<file path="src/rtl/bin2bcd_pkg.sv">
// rtl/bin2bcd_pkg.sv - shared constants and state type for the binary-to-BCD converter
package bin2bcd_pkg;

    localparam int         DIGIT_W    = 4;
    localparam logic [3:0] BCD_NINE   = 4'd9;
    localparam logic [3:0] ADJ_THRESH = 4'd5;
    localparam logic [3:0] ADJ_ADD    = 4'd3;

    typedef enum logic {
        IDLE  = 1'b0,
        SHIFT = 1'b1
    } state_t;

endpackage

</file>
<file path="src/rtl/bcd_digit_adj.sv">
// rtl/bcd_digit_adj.sv - double-dabble digit correction: add 3 to a BCD digit that is 5 or more
module bcd_digit_adj
    import bin2bcd_pkg::*;
(
    input  logic [DIGIT_W-1:0] i_digit,
    output logic [DIGIT_W-1:0] o_digit
);

    // Pre-shift correction so the following left shift carries correctly into the next digit
    always_comb begin
        o_digit = i_digit;
        if (i_digit >= ADJ_THRESH) begin
            o_digit = i_digit + ADJ_ADD;
        end
    end

endmodule

</file>
<file path="src/rtl/bin2bcd_seq.sv">
// rtl/bin2bcd_seq.sv - iterative shift-and-add-3 binary-to-BCD converter with saturation and blanking
module bin2bcd_seq
    import bin2bcd_pkg::*;
#(
    parameter int BIN_W  = 14,
    parameter int DIGITS = 4
) (
    input  logic                  clk,
    input  logic                  rst,
    input  logic                  start,
    input  logic [BIN_W-1:0]      bin_in,
    output logic                  busy,
    output logic                  done,
    output logic [4*DIGITS-1:0]   bcd_out,
    output logic                  overflow,
    output logic [DIGITS-1:0]     blank
);

    localparam int SCR_W = DIGIT_W * DIGITS;
    localparam int CNT_W = $clog2(BIN_W + 1);

    state_t             r_state;
    state_t             w_state_next;
    logic               w_load;
    logic               w_finish;

    logic [BIN_W-1:0]   r_shreg;
    logic [SCR_W-1:0]   r_scratch;
    logic               r_ovf;
    logic [CNT_W-1:0]   r_cnt;

    logic [SCR_W-1:0]   w_adj;
    logic [SCR_W-1:0]   w_scratch_next;
    logic               w_ovf_next;
    logic [SCR_W-1:0]   w_result;
    logic [DIGITS-1:0]  w_blank_next;
    logic               w_zero_run;

    logic               r_done;
    logic [SCR_W-1:0]   r_bcd;
    logic               r_overflow;
    logic [DIGITS-1:0]  r_blank;

    // All digits are corrected in parallel from the pre-shift scratch value
    for (genvar g = 0; g < DIGITS; g++) begin : g_adj
        bcd_digit_adj u_adj (
            .i_digit (r_scratch[g*DIGIT_W +: DIGIT_W]),
            .o_digit (w_adj[g*DIGIT_W +: DIGIT_W])
        );
    end

    // One shift step: the top binary bit enters the ones digit; the bit leaving the top digit marks overflow
    assign w_scratch_next = {w_adj[SCR_W-2:0], r_shreg[BIN_W-1]};
    assign w_ovf_next     = r_ovf | w_adj[SCR_W-1];
    assign w_result       = w_ovf_next ? {DIGITS{BCD_NINE}} : w_scratch_next;

    // Leading-zero mask: digit i blanks when it and every higher digit are zero; ones digit always shown
    always_comb begin
        w_blank_next = '0;
        w_zero_run   = 1'b1;
        for (int i = DIGITS - 1; i >= 1; i--) begin
            w_zero_run      = w_zero_run & (w_result[i*DIGIT_W +: DIGIT_W] == 4'd0);
            w_blank_next[i] = w_zero_run;
        end
        if (w_ovf_next) begin
            w_blank_next = '0;
        end
    end

    // State register
    always_ff @(posedge clk or posedge rst) begin
        if (rst) begin
            r_state <= IDLE;
        end else begin
            r_state <= w_state_next;
        end
    end

    // Next-state and step control; start is only looked at in IDLE so it cannot disturb a running conversion
    always_comb begin
        w_state_next = r_state;
        w_load       = 1'b0;
        w_finish     = 1'b0;
        case (r_state)
            IDLE: begin
                if (start) begin
                    w_load       = 1'b1;
                    w_state_next = SHIFT;
                end
            end
            SHIFT: begin
                if (r_cnt == CNT_W'(1)) begin
                    w_finish     = 1'b1;
                    w_state_next = IDLE;
                end
            end
            default: w_state_next = IDLE;
        endcase
    end

    // Datapath: capture on start, shift once per cycle, register results on the last shift
    always_ff @(posedge clk or posedge rst) begin
        if (rst) begin
            r_shreg    <= '0;
            r_scratch  <= '0;
            r_ovf      <= 1'b0;
            r_cnt      <= '0;
            r_done     <= 1'b0;
            r_bcd      <= '0;
            r_overflow <= 1'b0;
            r_blank    <= '0;
        end else begin
            r_done <= 1'b0;
            if (w_load) begin
                r_shreg   <= bin_in;
                r_scratch <= '0;
                r_ovf     <= 1'b0;
                r_cnt     <= CNT_W'(BIN_W);
            end else if (r_state == SHIFT) begin
                r_shreg   <= r_shreg << 1;
                r_scratch <= w_scratch_next;
                r_ovf     <= w_ovf_next;
                r_cnt     <= r_cnt - CNT_W'(1);
                if (w_finish) begin
                    r_bcd      <= w_result;
                    r_overflow <= w_ovf_next;
                    r_blank    <= w_blank_next;
                    r_done     <= 1'b1;
                end
            end
        end
    end

    assign busy     = (r_state == SHIFT);
    assign done     = r_done;
    assign bcd_out  = r_bcd;
    assign overflow = r_overflow;
    assign blank    = r_blank;

endmodule

</file>
<file path="config.mk">
export PLATFORM = sky130hd
export DESIGN_NAME = bin2bcd_seq
export DESIGN_NICKNAME = d
export VERILOG_FILES = /design/src/rtl/bin2bcd_pkg.sv /design/src/rtl/bcd_digit_adj.sv /design/src/rtl/bin2bcd_seq.sv
export SDC_FILE = /design/constraint.sdc
export NUM_CORES = 1
export LEC_CHECK = 0
export BUFFER_PORTS_ARGS = -buffer_cell sky130_fd_sc_hd__buf_2
export CORE_ASPECT_RATIO = 1.25
export CORE_MARGIN = 2
export CORE_UTILIZATION = 45
export DETAILED_ROUTE_END_ITERATION = 10
export PLACE_DENSITY = 0.68
export SLEW_MARGIN = 5
export SYNTH_ARGS = -nofsm -noshare
export SYNTH_HDL_FRONTEND = slang
export SYNTH_SLANG_ARGS = --single-unit
</file>
<file path="constraint.sdc">
create_clock -name clk -period 1.9 [get_ports clk]
set_input_delay 0.095 -clock clk [delete_from_list [all_inputs] [get_ports clk]]
set_output_delay 0.095 -clock clk [all_outputs]
set_load 0.005 [all_outputs]
</file>
**Yosys cells after proc, flatten, opt, wreduce, memory -nomap -nowiden**

Cells that the tools add are included.

- Flip-flop bits (word level): 58
- Bits in latches: 0
- Bits in writable memories: 0
- Memory bits (read-only): 0
- Input port bits: 17
- Output and inout port bits: 23
- Memories: 0

- Add/sub/neg operators: 5
- Multipliers: 0
- Divide/modulo/power cells: 0
- Order comparisons: 4
- Equal/unequal tests: 1
- Shift operators: 0
- Muxes and demuxes: 23
- Bitwise logic cells: 5
- Reductions and logical operators: 5

Operators with widths:

| cell | number |
|---|---|
| 16-bit 2-to-1 mux | 3 |
| 14-bit 2-to-1 mux | 2 |
| 4-bit 2-to-1 mux | 7 |
| 4-bit by 2-bit adder with 4-bit output, second input constant | 4 |
| 4-bit by 3-bit greater-or-equal comparator with 1-bit output, second input constant | 4 |
| 4-bit logical NOT | 3 |
| 1-bit 2-to-1 mux | 10 |
| 4-bit by 1-bit == test with 1-bit output, second input constant | 1 |
| 4-bit by 1-bit subtractor with 4-bit output, second input constant | 1 |
| 3-bit AND reduction | 1 |
| 1-bit AND | 2 |
| 1-bit inverter | 2 |
| 1-bit one-hot mux with 2 select lines | 1 |
| 2-bit nonzero test | 1 |
| 1-bit OR | 1 |

**Logic depth before layout (Yosys ltp)**

Gate-level depths: netlist of the first run.

- Depth in word-level cells: 8
- Depth in mapped cells: 8

**Modules after synthesis**

A second synthesis of the first run with hierarchy kept.

- Cell total of the unflattened synthesis: 283
- Area total of the unflattened synthesis: 2,753.9 µm²

By module, submodules not included:

| module | instances | cells an instance | area each (µm²) | sequential area each (µm²) |
|---|---|---|---|---|
| bin2bcd_seq | 1 | 219 | 2,348.5 | 1,426.4 |
| bcd_digit_adj | 4 | 16 | 101.3 | 0.0 |

**Worst setup path after synthesis of the first run**

No wires, ideal clock.

- Kind: register to register
- Start point: register r_cnt[1]
- End point: register r_blank[1], in the netlist blank[1]
- Arrival time: 1.853 ns
- Setup slack: -0.045 ns
- Cell stages (with the launch flop): 9
- Path buffers: 1
- Path through: dfrtp_1 inv_1 ha_1 nand4bb_1 buf_2 a211oi_2 nand3_1 or4_4 o31ai_2

- Longest elaborated chain between the ends: 4

Ends and longest elaborated chain:

| item | line | RTL |
|---|---|---|
| from (decl) | bin2bcd_seq.sv:30 | `logic [CNT_W-1:0] r_cnt;` |
| from (signal assigned) | bin2bcd_seq.sv:118 | `r_cnt <= CNT_W'(BIN_W);` |
| from (signal assigned) | bin2bcd_seq.sv:123 | `r_cnt <= r_cnt - CNT_W'(1);` |
| 4-bit by 1-bit == test with 1-bit output | bin2bcd_seq.sv:92 | `if (r_cnt == CNT_W'(1)) begin` |
| 1-bit 2-to-1 mux | bin2bcd_seq.sv:92 |  |
| 1-bit 2-to-1 mux | bin2bcd_seq.sv:84 | `case (r_state)` |
| 3-bit AND reduction (no line) | n/a |  |
| to (signal assigned) | bin2bcd_seq.sv:127 | `r_blank <= w_blank_next;` |
| to (decl) | bin2bcd_seq.sv:42 | `logic [DIGITS-1:0] r_blank;` |

Every way passes these cells.
A chain may end at the register's enable or synchronous reset.

**Final worst setup path of the first run**

- Start point: register r_scratch[12]
- End point: register r_blank[1], in the netlist blank[1]

- Longest elaborated chain between the ends: 8

Ends and longest elaborated chain:

| item | line | RTL |
|---|---|---|
| from (decl) | bin2bcd_seq.sv:28 | `logic [SCR_W-1:0] r_scratch;` |
| from (signal assigned) | bin2bcd_seq.sv:121 | `r_scratch <= w_scratch_next;` |
| 4-bit by 2-bit adder with 4-bit output / 4-bit by 3-bit greater-or-equal comparator with 1-bit output (equally long branches) | bcd_digit_adj.sv:13, bcd_digit_adj.sv:12 |  |
| 4-bit 2-to-1 mux (*) | bcd_digit_adj.sv:12 | `if (i_digit >= ADJ_THRESH) begin` |
| 1-bit OR | bin2bcd_seq.sv:54 | `assign w_ovf_next = r_ovf \| w_adj[SCR_W-1];` |
| 16-bit 2-to-1 mux | bin2bcd_seq.sv:55 | `assign w_result = w_ovf_next ? {DIGITS{BCD_NINE}} : w_scratch_next;` |
| 4-bit logical NOT | bin2bcd_seq.sv:62 | `w_zero_run = w_zero_run & (w_result[i*DIGIT_W +: DIGIT_W] == 4'd0);` |
| 1-bit AND (2 in series) | bin2bcd_seq.sv:62 |  |
| 4-bit 2-to-1 mux (*) | bin2bcd_seq.sv:65 | `if (w_ovf_next) begin` |

Every way passes the cells marked *; elsewhere a longest branch is shown, timed or not.

==> impl_metrics.csv, run 1 <==
group,metric,value,unit
worst_setup_path,path_max_fanout,3,
clocking,numCtsBuffers,9,
floorplanning,ios,40,
drt,ant_nets,0,
drt,via_per_inst,5.12,
global_routing,track_usage,0.186,
drt,first_pass_iters,4,
floorplanning,rows,32,
sta,worstMarginPinSlew,0.644,ns
drt,num_vias,2187,
layout,mostFrequentLayoutCells,"dfrtp_1, nand2_1, buf_2",
layout,seq_area,0.00143,mm^2
sta,finalCritPeriodShare,0.976,
clocking,insertion_delay,0.33,ns
worst_setup_path,crit_chain,"ha_1 -> nand2b_4 -> a21oi_4 -> mux2i_1 -> or4_4 -> o31ai_4",
place,dp.final_hpwl,3960,um
layout,drive_above_1_share,0.249,
power_and_ir_drop,power_density,1670,mW/mm^2
logic_synthesis,synth_area,0.00280,mm^2
logic_synthesis,avgSynthCellArea,9.71,um^2
global_routing,grt_pass1_vias,2057,
worst_setup_path,crit_family,"simple AND/OR/NAND/NOR gates",
hold_path,holdCritPathClass,"in -> reg",
drt,drt-total-wl,5790,um
global_routing,grt_pass1_wl,9620,um
worst_setup_path,startpoint_type,"flop",
layout,syn_to_final_growth,22.6,%
clocking,tritoncts,"done",
drt,wire_per_inst,13.6,um
logic_synthesis,async_flop_share,1.00,
worst_setup_path,crit_required,2.14,ns
sta,slew_violations,0,
logic_synthesis,synth_edf_count,0,
worst_setup_path,slowest_delay,0.58,ns
layout,layout_commonest_cell,"dfrtp_1",
layout,fin_util,0.563,
drt,drc,0,
power_and_ir_drop,p_sw,2.11,mW
clocking,cts_sinks,57,
sta,min_period,1.85,ns
floorplanning,initial_utilization,0.459,
clocking,cts.clk_slew.worst_paths,0.06,ns
worst_setup_path,cp.buffers_inverters,0,
place,placedCellCount,409,
layout,nFillCells,578,
power_and_ir_drop,clock_power_share,0.225,
clocking,clockRootBuffer,"clkbuf_8",
layout,layoutNonFillerInstCount,427,
logic_synthesis,synthFlopType,"dfrtp_1",
global_routing,overflow,0,
sta,setup_violations,0,
floorplanning,die_x,74.5,um
global_routing,antenna_found_initial,0,
sta,max_slew_margin,0.569,
place,gp_congestion,0.772,
logic_synthesis,synthCells,288,
clocking,htreeDepth,3,
sta,finClkSkew,0.0129,ns
status,status,"completed",
layout,layout.nets,364,
sta,rsz0062_at_grt,"true",
floorplanning,dieArea,0.00686,mm^2
power_and_ir_drop,switching_share,0.370,
clocking,cts_buffer_depth,2,
flow_run,drv_cap,0,
drt,drtIter0Drc,107,
power_and_ir_drop,irDropWorstVdd,0.000740,V
power_and_ir_drop,seqPwrFrac,0.357,
worst_setup_path,worstSetupPathDepth,6,
sta,fmax,539,MHz
sta,hold_viol,0,
worst_setup_path,crit_arrival,2.10,ns
worst_setup_path,path_class,"reg -> reg",
power_and_ir_drop,pwr-share-comb,0.418,
logic_synthesis,ys_warn_count,0,
layout,diodes,0,
logic_synthesis,yosys_register_bits,57,
layout,multi_input_area,0.00130,mm^2
hold_path,whs_path_depth,3,
floorplanning,core-area,0.00609,mm^2
logic_synthesis,ys_types,37,
worst_setup_path,critPathCaptureType,"flop",
place,port_buffers,38,
power_and_ir_drop,intPower,3.60,mW
global_routing,grt_max_degree,63,
worst_setup_path,r2r_cells,6,
worst_setup_path,crit_slowest_cell,"or4_4",
floorplanning,die_h,92.1,um
logic_synthesis,ys_seq_area_frac,0.510,
logic_synthesis,syn_nets,315,
power_and_ir_drop,leakage,1.67,nW
[cells by family (layout without fill, tap and decap cells)]
logic type | count (synthesis) | in the layout | synth area share
compound gates | 75 | 75 | 0.167
fa+ha+maj | 10 | 10 | 0.0448
buf+inv | 29 | 83 | 0.0421
simple gates | 94 | 94 | 0.157
mux | 18 | 18 | 0.0649
flops | 57 | 57 | 0.510
other cells | 1 | 1 | 0.00134
xor+xnor | 4 | 4 | 0.0125
[routing by layer]
layer,GRT usage,routed length [um],vias up
met4,0.0670,92,0
met5,0,0,-
met1,0.243,2680,1052
met3,0.0473,212,6
li1,-,-,1086
met2,0.294,2800,43
[power groups by stage]
| stage | combinational (mW) | clock, mW | sequential, mW |
|---|---|---|---|
| floorplan | 1.62 | 0 | 1.99 |
| finish | 2.39 | 1.28 | 2.04 |
| CTS | 2.35 | 1.31 | 2.03 |
| global placement | 2.24 | 0 | 2.03 |
| detailed placement | 2.30 | 0 | 2.04 |
| global route | 2.72 | 1.38 | 2.11 |
[per-stage QoR]
step / cell area (um^2) / hold slack, ns / worst slack [ns] / setup TNS [ns] / total power, mW
global placement: 3130 / 0.154 / 0.00339 / 0 / 4.27
global route: 3430 / 0.0140 / -0.0640 / -0.0640 / 6.21
detailed placement: 3130 / 0.155 / -0.0317 / -0.0378 / 4.34
finish: 3430 / 0.0230 / 0.0453 / 0 / 5.71
CTS: 3390 / 0.0147 / 0.00456 / 0 / 5.68
floorplan: 2800 / 0.251 / 0.0493 / 0 / 3.61
[final cells by class]
cell class,instances,area share
Clock buffer,11,0.0442
Clock inverter,5,0.0226
Inverter,14,0.0164
Multi-Input combinational cell,202,0.380
Sequential cell,57,0.417
Tap cell,85,0.0310
Timing Repair Buffer,53,0.0891
[state kept, by name, summed over array words and instances, names as in the netlist]
register and cells:
overflow 1, r_shreg 14, r_scratch 16, bcd_out 16
r_ovf 1, done 1, busy 1, blank 3
r_cnt 4
[repair_timing]
action,in CTS,in global routing
buffers inserted,1,0
gates cloned,0,0
endpoints found under the hold margin,20,0
endpoints found under the setup margin,2,14
gates resized for setup,3,11
pin swaps,1,2
hold buffers,1,0
[worst register-to-register path, stage by stage (launching register included)]
cell and delay [ns]:
dfrtp_1 0.41, ha_1 0.20, nand2b_4 0.14, a21oi_4 0.14
mux2i_1 0.12, or4_4 0.58, o31ai_4 0.17
[synth_stat cells (2+ instances only)]
cell type / count / area, um^2
dfrtp_1: 57 / 1430
nand2_1: 53 / 199
o21ai_0: 34 / 170
mux2i_1: 17 / 170
inv_1: 13 / 48.8
a21oi_1: 11 / 55.1
clkbuf_1: 10 / 37.5
ha_1: 10 / 125
nor2_1: 10 / 37.5
nand2b_1: 9 / 56.3
o31ai_1: 9 / 67.6
a22o_1: 7 / 61.3
nand3_1: 6 / 30.0
nor3_1: 4 / 20.0
nor3b_1: 4 / 30.0
xnor2_1: 4 / 35.0
a21o_1: 3 / 22.5
nand3b_1: 3 / 22.5
a211oi_1: 2 / 15.0
buf_1: 2 / 7.51
buf_4: 2 / 15.0
o21a_1: 2 / 15.0
o22a_1: 2 / 17.5
[worst paths after layout]
path	startpoint	to	slack, ns
setup / recovery	r_scratch[12]	blank[1]	0.05
hold / removal	bin_in[0]	r_shreg[0]	0.02
setup reg to reg	r_scratch[12]	blank[1]	0.05
hold reg to reg	bcd_out[12]	bcd_out[12]	0.46
max in group asynchronous	rst	r_cnt[0]	0.93
min in group asynchronous	rst	bcd_out[1]	0.33
(Power assumes the default switching activity.)
==> run 2, diff against run 1 <==
==> constraint.sdc (replaced) <==
create_clock -name clk -period 1.7 [get_ports clk]
set_input_delay 0.085 -clock clk [delete_from_list [all_inputs] [get_ports clk]]
set_output_delay 0.085 -clock clk [all_outputs]
set_load 0.005 [all_outputs]
==> run 2 against run 1 <==
Non-clock buffer count increased by 27. Global-route usage grew 1.8 points. Core utilization grew 3.9 points. Sequential power up 11%. Largest power group unchanged. Power rose by 20%. Routed wire length grew 9.2%. The flow now finishes with violations (setup timing). First-iteration DRC count increased by 20%. Combinational power is 37% higher.
==> impl_metrics.csv, run 2 (synthesis results as in run 1) <==
group,metric,value,unit
status,violations,"setup timing",
clocking,cts_buffer_depth,2,
global_routing,grt_pass1_wl,10700,um
worst_setup_path,crit_required,1.95,ns
worst_setup_path,crit_arrival,2.13,ns
floorplanning,dieArea,0.00686,mm^2
sta,hold_viol,0,
global_routing,track_usage,0.204,
hold_path,holdCritPathClass,"in -> reg",
layout,layout_commonest_cell,"dfrtp_1",
sta,slew_violations,0,
drt,wl_met3,213,um
worst_setup_path,r2r_slack,-0.18,ns
floorplanning,die_x,74.5,um
worst_setup_path,crit_start,"r_scratch[12]",
drt,wl_met2,3170,um
worst_setup_path,path_max_fanout,4,
power_and_ir_drop,irDropWorstVdd,0.000768,V
worst_setup_path,worstSetupEndpoint,"blank[1]",
global_routing,grt_pass1_vias,2344,
drt,wl_met1,2770,um
drt,drt-total-wl,6320,um
layout,layout.nets,391,
place,preCtsSetupSlack,-0.180,ns
worst_setup_path,r2r_cells,8,
sta,setup_violations,19,
worst_setup_path,reg2reg_to,"blank[1]",
global_routing,overflow,0,
drt,ant_nets,0,
drt,topRoutingLayerUsed,"met4",
layout,drive_above_1_share,0.325,
power_and_ir_drop,power_density,1870,mW/mm^2
clocking,cts.clk_slew.worst_paths,0.06,ns
layout,diodes,0,
flow_run,drv_cap,0,
worst_setup_path,startpoint_type,"flop",
global_routing,grt_max_degree,64,
clocking,htreeDepth,3,
clocking,insertion_delay,0.33,ns
power_and_ir_drop,leakage,1.80,nW
place,port_buffers,38,
clocking,numCtsBuffers,9,
floorplanning,initial_utilization,0.459,
drt,num_vias,2324,
sta,worstMarginPinSlew,0.660,ns
floorplanning,ios,40,
sta,finalCritPeriodShare,1.11,
drt,via_per_inst,5.12,
sta,max_slew_margin,0.559,
sta,min_period,1.88,ns
sta,fmax,532,MHz
sta,layout_setup_ws,-0.180,ns
drt,drc,0,
drt,wire_per_inst,13.9,um
worst_setup_path,path_class,"reg -> reg",
clocking,cts_sinks,57,
drt,drtIter0Drc,128,
status,status,"finished, violations left",
layout,fin_util,0.602,
place,gp_congestion,0.794,
clocking,clockRootBuffer,"clkbuf_8",
worst_setup_path,timing.rr.start,"r_scratch[12]",
layout,mostFrequentLayoutCells,"dfrtp_1, nand2_1, buf_2",
place,dp.final_hpwl,4180,um
floorplanning,rows,32,
place,placedCellCount,430,
sta,finalSetupTns,-1.65,ns
sta,finClkSkew,0.00579,ns
layout,layoutNonFillerInstCount,454,
worst_setup_path,critPathCaptureType,"flop",
layout,syn_to_final_growth,31.0,%
global_routing,antenna_found_initial,0,
floorplanning,core-area,0.00609,mm^2
floorplanning,die_h,92.1,um
drt,first_pass_iters,4,
sta,rsz0062_at_grt,"true",
clocking,tritoncts,"done",
## run 2: cell count changes in the layout (fill, tap and decap cells not counted), moves of 3 or more
cell,previous run,this run
buf_4,14,37
buf_6,0,3
ha_1,9,6
ha_2,0,3
nand2_1,53,50
o21ai_0,32,28
o21ai_1,2,6
## run 2: per-stage QoR
| step | area [um^2] | total power, mW | hold WS [ns] |
|---|---|---|---|
| floorplan | 2800 | 4.04 | 0.241 |
| global placement | 3300 | 5.09 | 0.204 |
| detailed placement | 3300 | 5.20 | 0.217 |
| CTS | 3590 | 6.68 | 0.00434 |
| global route | 3660 | 7.42 | 0.0332 |
| finish | 3660 | 6.86 | 0.00648 |
## run 2: area by class of cell
type	instances	area (um^2)
clock buffer	14	173
sequential	57	1430
tap	85	106
clock inverter	2	35.0
inverter	14	52.6
fill	556	2420
timing repair buffer	80	532
multi-input combinational	202	1340
## run 2: worst min path at each step
stage,from,endpoint,slack [ns],cells after the start
final,bin_in[0],r_shreg[0],0.006,3
after detailed placement,rst,r_shreg[1],0.22,2
after CTS,bin_in[0],r_shreg[0],0.004,3
after global placement,rst,r_shreg[1],0.20,2
after floorplan,bin_in[0],r_shreg[0],0.24,2
after global routing,bin_in[0],r_shreg[0],0.03,3
## run 2: report_power, final
group	internal, mW	switching, mW	total (mW)	leakage, nW
combinational	1.63	1.64	3.27	0.968
sequential	1.89	0.379	2.27	0.722
clock	0.796	0.520	1.32	0.107
total	4.31	2.54	6.86	1.80
## run 2: worst max-delay path, stage by stage, from the launching register on
cell,delay [ns]
dfrtp_1,0.41
inv_2,0.10
ha_4,0.17
buf_6,0.12
nor3b_2,0.04
a211oi_2,0.17
nand3_1,0.15
or4_4,0.45
o31ai_2,0.19
## run 2: routing by layer
metal | vias to the layer above | global-route usage
met5 | - | 0
met4 | 0 | 0.112
met3 | 15 | 0.0440
met2 | 51 | 0.337
met1 | 1117 | 0.239
li1 | 1141 | -
## run 2: what timing repair did
action,4_1_cts,5_1_grt
pin swaps,1,5
endpoints found under the setup margin,10,27
setup buffers,5,4
resized for setup,9,22
endpoints found under the hold margin,29,0
hold buffers,1,0
